### config.mk
export PLATFORM = sky130hd
export DESIGN_NAME = fetch_wait_stage_flat
export DESIGN_NICKNAME = d
export VERILOG_FILES = /design/src/rtl/fetch_wait_stage_if.sv /design/src/rtl/fetch_wait_stage.sv /design/src/flat_wrapper.sv
export SDC_FILE = /design/constraint.sdc
export NUM_CORES = 1
export LEC_CHECK = 0
export BUFFER_PORTS_ARGS = -buffer_cell sky130_fd_sc_hd__buf_2
export CORE_MARGIN = 4
export CORE_UTILIZATION = 55
export DETAILED_ROUTE_END_ITERATION = 8
export GPL_ROUTABILITY_DRIVEN = 0
export PLACE_DENSITY = 0.75
export SYNTH_ARGS = -nofsm -noshare
export SYNTH_HDL_FRONTEND = slang
export SYNTH_SLANG_ARGS = --single-unit
export TNS_END_PERCENT = 100
### constraint.sdc
create_clock -name clk -period 4.2 [get_ports clk]
set_clock_uncertainty 0.2 [all_clocks]
set_input_delay 0.84 -clock clk [delete_from_list [all_inputs] [get_ports clk]]
set_output_delay 0.84 -clock clk [all_outputs]
set_load 0.01 [all_outputs]
### src/rtl/fetch_wait_stage_if.sv
// fetch_wait_stage_if: fetch, bus-response and decode signals of the IF_wait stage
interface fetch_wait_stage_if;
    logic        ready_o;
    logic        valid_i;
    logic [31:0] pc_i;
    logic        cancelled_i;
    logic        exc_i;
    logic        exc_miss_i;
    logic [4:0]  exccode_i;
    logic        inst_data_ok;
    logic [31:0] inst_rdata;
    logic        ready_i;
    logic        valid_o;
    logic [31:0] pc_o;
    logic [31:0] inst_o;
    logic        exc_o;
    logic        exc_miss_o;
    logic [4:0]  exccode_o;
    logic        cancel_i;
    modport master (
        output valid_i, pc_i, cancelled_i, exc_i, exc_miss_i, exccode_i,
               inst_data_ok, inst_rdata, ready_i, cancel_i,
        input  ready_o, valid_o, pc_o, inst_o, exc_o, exc_miss_o, exccode_o
    );
    modport slave (
        input  valid_i, pc_i, cancelled_i, exc_i, exc_miss_i, exccode_i,
               inst_data_ok, inst_rdata, ready_i, cancel_i,
        output ready_o, valid_o, pc_o, inst_o, exc_o, exc_miss_o, exccode_o
    );
endinterface

### src/rtl/fetch_wait_stage.sv
// fetch_wait_stage: in-order queue pairing accepted fetch requests with returned instruction words
module fetch_wait_stage #(
    parameter int DEPTH = 4
) (
    input logic               clk,
    input logic               resetn,
    fetch_wait_stage_if.slave bus
);
    localparam int AW = $clog2(DEPTH);
    logic [AW:0]      wptr, rptr, count;
    logic [31:0]      pc_q   [DEPTH];
    logic [31:0]      inst_q [DEPTH];
    logic [4:0]       code_q [DEPTH];
    logic [DEPTH-1:0] exc_q, miss_q, need_q, have_q, kill_q;
    logic [AW-1:0]    head, wslot, fill_idx, cand;
    logic             head_occ, head_done, push, pop, fill_hit;
    assign count     = wptr - rptr;
    assign head      = rptr[AW-1:0];
    assign wslot     = wptr[AW-1:0];
    assign head_occ  = count != '0;
    assign head_done = exc_q[head] || have_q[head];
    assign push      = bus.valid_i && bus.ready_o;
    // killed heads leave without ever being shown to decode
    assign pop       = (bus.valid_o && bus.ready_i) || (head_occ && head_done && kill_q[head]);
    assign bus.ready_o    = count != (AW+1)'(DEPTH);
    assign bus.valid_o    = head_occ && head_done && !kill_q[head] && !bus.cancel_i;
    assign bus.pc_o       = pc_q[head];
    assign bus.inst_o     = inst_q[head];
    assign bus.exc_o      = exc_q[head];
    assign bus.exc_miss_o = miss_q[head];
    assign bus.exccode_o  = code_q[head];
    // responses come back in request order, so the oldest waiting entry gets the word
    always_comb begin
        fill_hit = 1'b0;
        fill_idx = '0;
        cand     = '0;
        for (int k = DEPTH - 1; k >= 0; k--) begin
            cand = head + AW'(k);
            if ((AW+1)'(k) < count && need_q[cand] && !have_q[cand]) begin
                fill_hit = 1'b1;
                fill_idx = cand;
            end
        end
    end
    always_ff @(posedge clk or negedge resetn) begin
        if (!resetn) begin
            wptr   <= '0;
            rptr   <= '0;
            exc_q  <= '0;
            miss_q <= '0;
            need_q <= '0;
            have_q <= '0;
            kill_q <= '0;
            for (int i = 0; i < DEPTH; i++) begin
                pc_q[i]   <= '0;
                inst_q[i] <= '0;
                code_q[i] <= '0;
            end
        end else begin
            if (bus.cancel_i) kill_q <= '1;
            if (push) begin
                pc_q[wslot]   <= bus.pc_i;
                inst_q[wslot] <= '0;
                code_q[wslot] <= bus.exccode_i;
                exc_q[wslot]  <= bus.exc_i;
                miss_q[wslot] <= bus.exc_miss_i;
                need_q[wslot] <= !bus.exc_i;
                have_q[wslot] <= 1'b0;
                kill_q[wslot] <= bus.cancelled_i || bus.cancel_i;
                wptr          <= wptr + 1'b1;
            end
            if (bus.inst_data_ok && fill_hit) begin
                inst_q[fill_idx] <= bus.inst_rdata;
                have_q[fill_idx] <= 1'b1;
            end
            if (pop) rptr <= rptr + 1'b1;
        end
    end
    assert property (@(posedge clk) disable iff (!resetn) bus.inst_data_ok |-> fill_hit);
endmodule

### src/flat_wrapper.sv
// flat-port wrapper written by rule: the top's interface ports become plain ports
module fetch_wait_stage_flat 
#(
    parameter int DEPTH = 4
)
  (clk, resetn, bus_valid_i, bus_pc_i, bus_cancelled_i, bus_exc_i, bus_exc_miss_i, bus_exccode_i, bus_inst_data_ok, bus_inst_rdata, bus_ready_i, bus_cancel_i, bus_ready_o, bus_valid_o, bus_pc_o, bus_inst_o, bus_exc_o, bus_exc_miss_o, bus_exccode_o);
  fetch_wait_stage_if bus_i ();
  input logic clk;
  input logic resetn;
  input wire logic [$bits(bus_i.valid_i)-1:0] bus_valid_i;
  input wire logic [$bits(bus_i.pc_i)-1:0] bus_pc_i;
  input wire logic [$bits(bus_i.cancelled_i)-1:0] bus_cancelled_i;
  input wire logic [$bits(bus_i.exc_i)-1:0] bus_exc_i;
  input wire logic [$bits(bus_i.exc_miss_i)-1:0] bus_exc_miss_i;
  input wire logic [$bits(bus_i.exccode_i)-1:0] bus_exccode_i;
  input wire logic [$bits(bus_i.inst_data_ok)-1:0] bus_inst_data_ok;
  input wire logic [$bits(bus_i.inst_rdata)-1:0] bus_inst_rdata;
  input wire logic [$bits(bus_i.ready_i)-1:0] bus_ready_i;
  input wire logic [$bits(bus_i.cancel_i)-1:0] bus_cancel_i;
  output wire logic [$bits(bus_i.ready_o)-1:0] bus_ready_o;
  output wire logic [$bits(bus_i.valid_o)-1:0] bus_valid_o;
  output wire logic [$bits(bus_i.pc_o)-1:0] bus_pc_o;
  output wire logic [$bits(bus_i.inst_o)-1:0] bus_inst_o;
  output wire logic [$bits(bus_i.exc_o)-1:0] bus_exc_o;
  output wire logic [$bits(bus_i.exc_miss_o)-1:0] bus_exc_miss_o;
  output wire logic [$bits(bus_i.exccode_o)-1:0] bus_exccode_o;
  assign bus_i.valid_i = bus_valid_i;
  assign bus_i.pc_i = bus_pc_i;
  assign bus_i.cancelled_i = bus_cancelled_i;
  assign bus_i.exc_i = bus_exc_i;
  assign bus_i.exc_miss_i = bus_exc_miss_i;
  assign bus_i.exccode_i = bus_exccode_i;
  assign bus_i.inst_data_ok = bus_inst_data_ok;
  assign bus_i.inst_rdata = bus_inst_rdata;
  assign bus_i.ready_i = bus_ready_i;
  assign bus_i.cancel_i = bus_cancel_i;
  assign bus_ready_o = bus_i.ready_o;
  assign bus_valid_o = bus_i.valid_o;
  assign bus_pc_o = bus_i.pc_o;
  assign bus_inst_o = bus_i.inst_o;
  assign bus_exc_o = bus_i.exc_o;
  assign bus_exc_miss_o = bus_i.exc_miss_o;
  assign bus_exccode_o = bus_i.exccode_o;
  fetch_wait_stage #(.DEPTH(DEPTH)) u_core (.clk(clk), .resetn(resetn), .bus(bus_i));
endmodule
==> flow_summary.ini, run 1 <==
[clocking]
cts_resized = 0
cts-root-buf = clkbuf_16
cts_buffers = 31
cts.htree.levels = 1
path_clk_slew_ps = 60
clk-insertion-delay-late_ps = 550
post_cts_buffers = 0
cts_num_sinks = 302
cts_hold_buf = 0
cts_tree = built
clk_path_buf_depth = 3

[critical_path]
crit_arrival_ps = 2950
worstSetupStartpointType = register
ff2ff_setup_slack_ps = 600
crit_chain = buf_4 > mux4_2 > o21ai_0 > nor3_1 > buf_2
critPathMaxFanout = 25
cp_slowest_cell = dfrtp_4
worstSetupPathType = reg2out
worstPathRequired_ps = 3160
rr_endpoint = u_core.inst_q[104]$_DFF_PN0_
r2r_cells = 9
reg2reg_from = u_core.rptr[0]$_DFFE_PN0P_
slowest_delay_ps = 750
endpoint_kind = output pin

[worst_hold_path]
hold_path_class = in2async

[timing]
finalHoldViolCount = 0
setup_tns_ps = 0
period_share_pct = 95.0
rsz0062_at_grt = false
max_freq_mhz = 251
finalSetupViolations = 0
slew_violations = 0
finalCriticalPeriod_ps = 3990
worst_slew_pin_slew_ps = 811
slew_headroom_pct = 46.0

[synthesis]
synthCells = 1303
ys_types = 41
synth_simple_gate_area_share_pct = 17.9
syn_avg_cell_area_um2 = 10.8
synth-compound-area-share_pct = 0.951
syn-cell-area_mm2 = 0.0141
synth_warnings = 0
yosysTopAreaCellShare_pct = 53.7
ys_ff_latch = 302
seq_area_frac_synth_pct = 53.7
synthFlopType = dfrtp_1
yosysTopAreaCell = dfrtp_1
ys_top_cells_by_area = dfrtp_1 (54%), nand2_1 (16%), mux4_2 (12%)
synth.net_count = 1388
synth-edff-count = 0
synthMuxAreaShare_pct = 21.8
synth_top_family_by_area = multiplexers
synthArstFlopShare_pct = 100
synth_xor_xnor_area_share_pct = 0.418
synth-adder-area-share_pct = 0.676

[global_route]
grt_first_pass_wirelength_um = 56500
grt_antenna_before_repair = 7
grt_pass1_vias = 10600
gr-total-overflow = 0
grtUsageTotal_pct = 24.6
grt_max_degree = 102

[pwr]
pwr_density_cell_mw_per_mm2 = 905
leakagePower_nw = 8.53
peakVddDrop_mv = 0.682
p_total_mw = 14.5

[job]
max-cap-violations = 0

[detailed_routing]
via_count = 9976
drc = 0
ant_nets = 0
via_per_inst = 5.59
wl_per_cell_um = 19.3
wl_um = 34500
drt_pass1_iterations = 5
drt_iter0_markers = 799

[finish]
final.fill_count = 1979
drive_gt1_share_pct = 22.1
fin_nets = 1515
post-route-util_pct = 63.7
syn_to_final_growth_pct = 13.9
final_area_mm2 = 0.0160

[floorplan]
die_width_um = 168
die_y_um = 168
core-area_mm2 = 0.0252
start_util_pct = 55.9
die-area_mm2 = 0.0282
io_pins = 151
row_count = 58

[place]
dp.final_hpwl_um = 21400
io_buffer_count = 150
post_dp_cell_area_mm2 = 0.0151

[run_status]
status = finished, final reports clean
==> per-stage QoR <==
stage	worst slack [ps]	cells	hold slack, ps
2_1_floorplan	1330	1303	240
3_3_place_gp	714	1727	252
3_5_place_dp	579	1727	259
4_1_cts	140	1781	173
5_1_grt	40.0	1784	202
6_report	208	1785	109
==> logic make-up after synthesis <==
kind of cell,Yosys count
AND/OR/NAND/NOR,643
flip-flops,302
multiplexers,210
buffers and inverters,119
AO/OA/AOI/OAI,17
adder cells (fa/ha/maj),7
XOR/XNOR,5
==> how the worst max path moves through the flow <==
stage / startpoint / to / slack (ps)
6_report: u_core.rptr[0]$_DFFE_PN0P_ / bus_valid_o / 210
5_1_grt: u_core.rptr[0]$_DFFE_PN0P_ / bus_valid_o / 40
4_1_cts: u_core.rptr[0]$_DFFE_PN0P_ / bus_valid_o / 140
3_5_place_dp: u_core.rptr[0]$_DFFE_PN0P_ / u_core.inst_q[104]$_DFF_PN0_ / 580
3_3_place_gp: u_core.rptr[0]$_DFFE_PN0P_ / u_core.inst_q[113]$_DFF_PN0_ / 710
2_1_floorplan: u_core.rptr[0]$_DFFE_PN0P_ / bus_valid_o / 1330
==> state kept, by name (all words and copies together), names as in the netlist <==
| name | cells |
|---|---|
| u_core.inst_q | 128 |
| u_core.pc_q | 128 |
| u_core.code_q | 20 |
| u_core.exc_q | 4 |
| u_core.have_q | 4 |
| u_core.kill_q | 4 |
| u_core.miss_q | 4 |
| u_core.need_q | 4 |
| u_core.rptr | 3 |
| u_core.wptr | 3 |
==> synthesized netlist by cell type, types with 2 or more instances <==
cell type  number
mux4_2         77
mux2i_1       131
nand3_1         6
ha_1            6
a21o_1          2
nand3b_1        3
buf_2          10
a21oi_1         3
nand2_1       611
inv_1          36
xor2_1          2
dfrtp_1       302
o21ai_0         2
buf_1          10
nand2_2         4
o21a_1          4
and3_1          6
clkbuf_1       43
mux2_2          2
nand2b_1        3
xnor2_1         2
buf_12          3
nand4bb_1       2
buf_6          16
==> power breakdown <==
part / total (mW) / internal, mW / switching [mW] / leakage (nW)
Sequential: 4.94 / 4.18 / 0.759 / 3.83
Combinational: 7.01 / 3.19 / 3.82 / 4.24
Clock: 2.55 / 1.44 / 1.12 / 0.454
Total: 14.5 / 8.81 / 5.69 / 8.53
==> layout by cell type, fill, tap and decap left out, types with 2 or more instances in the layout <==
cell / count
and3_2: 6
clkinv_2: 6
buf_4: 18
buf_12: 9
dfrtp_1: 300
nand2b_1: 3
xor2_1: 2
ha_1: 6
diode_2: 4
o21ai_0: 2
a21o_1: 2
mux4_2: 77
mux2_2: 2
o21a_1: 4
nand2_4: 4
nand3_1: 6
nand3b_1: 3
xnor2_1: 2
nand4bb_1: 2
clkbuf_16: 31
clkbuf_1: 10
mux2i_1: 131
a21oi_1: 3
clkinvlp_4: 2
nand2_1: 611
inv_1: 36
dfrtp_4: 2
buf_2: 149
clkbuf_8: 5
==> per-layer routing <==
layer / up-vias / track usage, % / wire length (um)
li1: 4521 / - / -
met1: 5066 / 34.1 / 14300
met2: 315 / 40.4 / 17000
met3: 66 / 4.27 / 2090
met4: 8 / 7.45 / 969
met5: - / 0 / 52
==> layout make-up <==
cell class,instances,area [um^2],share of cell area (%)
Tap cell,330,413,2.58
Clock inverter,8,45.0,0.281
Clock buffer,46,882,5.50
Sequential cell,302,7560,47.2
Antenna cell,4,10.0,0.0624
Timing Repair Buffer,177,1080,6.71
Multi-Input combinational cell,882,5910,36.8
Inverter,36,135,0.843
==> worst max-delay path: cells and delay by family (launching register included) <==
family	cells	cell delay, ps
flip-flops	1	750
AND/OR/NAND/NOR	1	120
buffers and inverters	2	590
multiplexers	1	600
AO/OA/AOI/OAI	1	330
Note: power is estimated with default switching activity, not from simulation.
==> inputs of run 2 (changes only) <==
--- a/config.mk
+++ b/config.mk
@@ -6,6 +6,7 @@
 export NUM_CORES = 1
 export LEC_CHECK = 0
 export BUFFER_PORTS_ARGS = -buffer_cell sky130_fd_sc_hd__buf_2
+export CORE_ASPECT_RATIO = 1.5
 export CORE_MARGIN = 4
 export CORE_UTILIZATION = 55
 export DETAILED_ROUTE_END_ITERATION = 8
==> run 2 against run 1 <==
Compared with the run above:
- register-to-register slack about the same
- non-clock buffer count up 1
- wire length down 1.3%
- clock-buffer cell count down 5
- flip-flop and latch count unchanged
- first-iteration DRC count down 33%
- combinational power about the same
- worst hold slack better by 77 ps
- global-route usage down 0.40 points
- via count down 1.2%
- critical endpoint is now bus_inst_o[31]
==> flow_summary.ini, run 2 (synthesis gave the netlist of run 1 again) <==
[clocking]
clk_path_buf_depth = 3
clk-insertion-delay-late_ps = 550
cts-root-buf = clkbuf_16
cts.htree.levels = 1
post_cts_buffers = 0
cts_buffers = 29
cts_hold_buf = 0
cts_resized = 0
path_clk_slew_ps = 60
cts_tree = built
cts_num_sinks = 302

[finish]
post_layout_nonfiller_instances = 1781
fin_nets = 1514
final_cell_mix = nand2_1 (611), dfrtp_1 (300), buf_2 (149)
drive_gt1_share_pct = 22.2
top_regs = u_core.inst_q: 128 flops, u_core.pc_q: 128 flops, u_core.code_q: 20 flops
syn_to_final_growth_pct = 14.0
final_common_cell = nand2_1

[timing]
period_share_pct = 92.1
layout_setup_ws_ps = 331
finalCriticalPeriod_ps = 3870
max_freq_mhz = 258
finalHoldViolCount = 0
slew_violations = 0
worst_slew_pin_slew_ps = 1020
setup_tns_ps = 0
rsz0062_at_grt = false
slew_headroom_pct = 32.3
finalSetupViolations = 0

[detailed_routing]
drt_iter0_markers = 538
drt_pass1_iterations = 5
ant_nets = 0
via_count = 9860
via_per_inst = 5.54
drc = 0
wl_um = 34000
wl_per_cell_um = 19.1

[place]
dp.cells = 1726
dp.final_hpwl_um = 20800
pre_cts_slack_ps = 620
io_buffer_count = 150

[critical_path]
crit_arrival_ps = 2830
worstPathRequired_ps = 3160
worstSetupStartpointType = register
endpoint_kind = output pin
worstSetupPathType = reg2out
critPathMaxFanout = 64

[worst_hold_path]
hold_path_class = in2async

[global_route]
grt_max_degree = 120
grt_pass1_vias = 10600
grt_first_pass_wirelength_um = 55600
grt_antenna_before_repair = 1
grtUsageTotal_pct = 24.2
gr-total-overflow = 0

[pwr]
pwr_density_cell_mw_per_mm2 = 907
leakagePower_nw = 8.53
p_clk_share_pct = 18.3
internal_power_mw = 8.88
p_total_mw = 14.5
power_frac_seq_pct = 33.7
peakVddDrop_mv = 0.777
combPwrFrac_pct = 48.0
switching_share_pct = 38.9
switching_power_mw = 5.66

[floorplan]
die_y_um = 204
start_util_pct = 56.0
io_pins = 151
row_count = 71
die-area_mm2 = 0.0283
core-area_mm2 = 0.0251
die_width_um = 139

[run_status]
status = finished, final reports clean

[job]
max-cap-violations = 0
==> run 2: cell types whose count changed in the layout (fill, tap and decap cells not counted), sizes merged <==
| cell | change |
|---|---|
| bufinv | +3 |
| inv | +1 |
| clkbuf | -5 |
| buf | +1 |
| clkinv | +1 |
| diode | -3 |
==> run 2: path summary, 6_finish.rpt <==
path                                                     from                            end  slack (ps)  cells after the start
worst max-delay path               u_core.rptr[1]$_DFFE_PN0P_                 bus_inst_o[31]         330                      3
worst min-delay path                                   resetn    u_core.pc_q[32]$_DFFE_PN0P_         190                      1
worst max register to register     u_core.rptr[0]$_DFFE_PN0P_    u_core.pc_q[10]$_DFFE_PN0P_         610                      9
worst min register to register  u_core.code_q[13]$_DFFE_PN0P_  u_core.code_q[13]$_DFFE_PN0P_         270                      2
max in group asynchronous                              resetn    u_core.pc_q[45]$_DFFE_PN0P_        2760                      2
min in group clk                u_core.code_q[13]$_DFFE_PN0P_  u_core.code_q[13]$_DFFE_PN0P_         270                      2
==> run 2: critical path, cell delays in order (launching register included) <==
cell	delay [ps]
dfrtp_4	610
buf_4	860
mux4_2	640
buf_2	160
==> run 2: power by group through the flow <==
stage	registers, mW	logic [mW]	clock network, mW
3_5_place_dp	4.93	7.05	0
3_3_place_gp	4.87	6.87	0
2_1_floorplan	4.64	5.45	0
4_1_cts	4.89	7.08	2.70
5_1_grt	5.03	7.63	2.83
6_report	4.90	6.98	2.67
==> run 2: stage by stage <==
step           utilization (%)  instance area, um^2  hold slack [ps]
5_1_grt                   63.8                16000              274
3_5_place_dp              60.0                15100              257
4_1_cts                   63.8                16000              237
3_3_place_gp              60.0                15100              252
2_1_floorplan                -                14100              240
6_report                  63.8                16000              187
==> run 2: area by class of cell <==
type / instances / area (um^2)
fill: 1979 / 9100
tap: 328 / 410
inverter: 36 / 135
timing repair buffer: 178 / 1060
sequential: 302 / 7560
multi-input combinational: 882 / 5910
clock buffer: 41 / 811
antenna: 1 / 2.50
clock inverter: 13 / 153
==> run 2: per-layer routing <==
metal,vias to the layer above,global-route usage (%),routed length [um]
li1,4508,-,-
met1,5032,30.6,13600
met2,273,44.4,17900
met3,45,3.44,1770
met4,2,5.63,674
met5,-,0,13
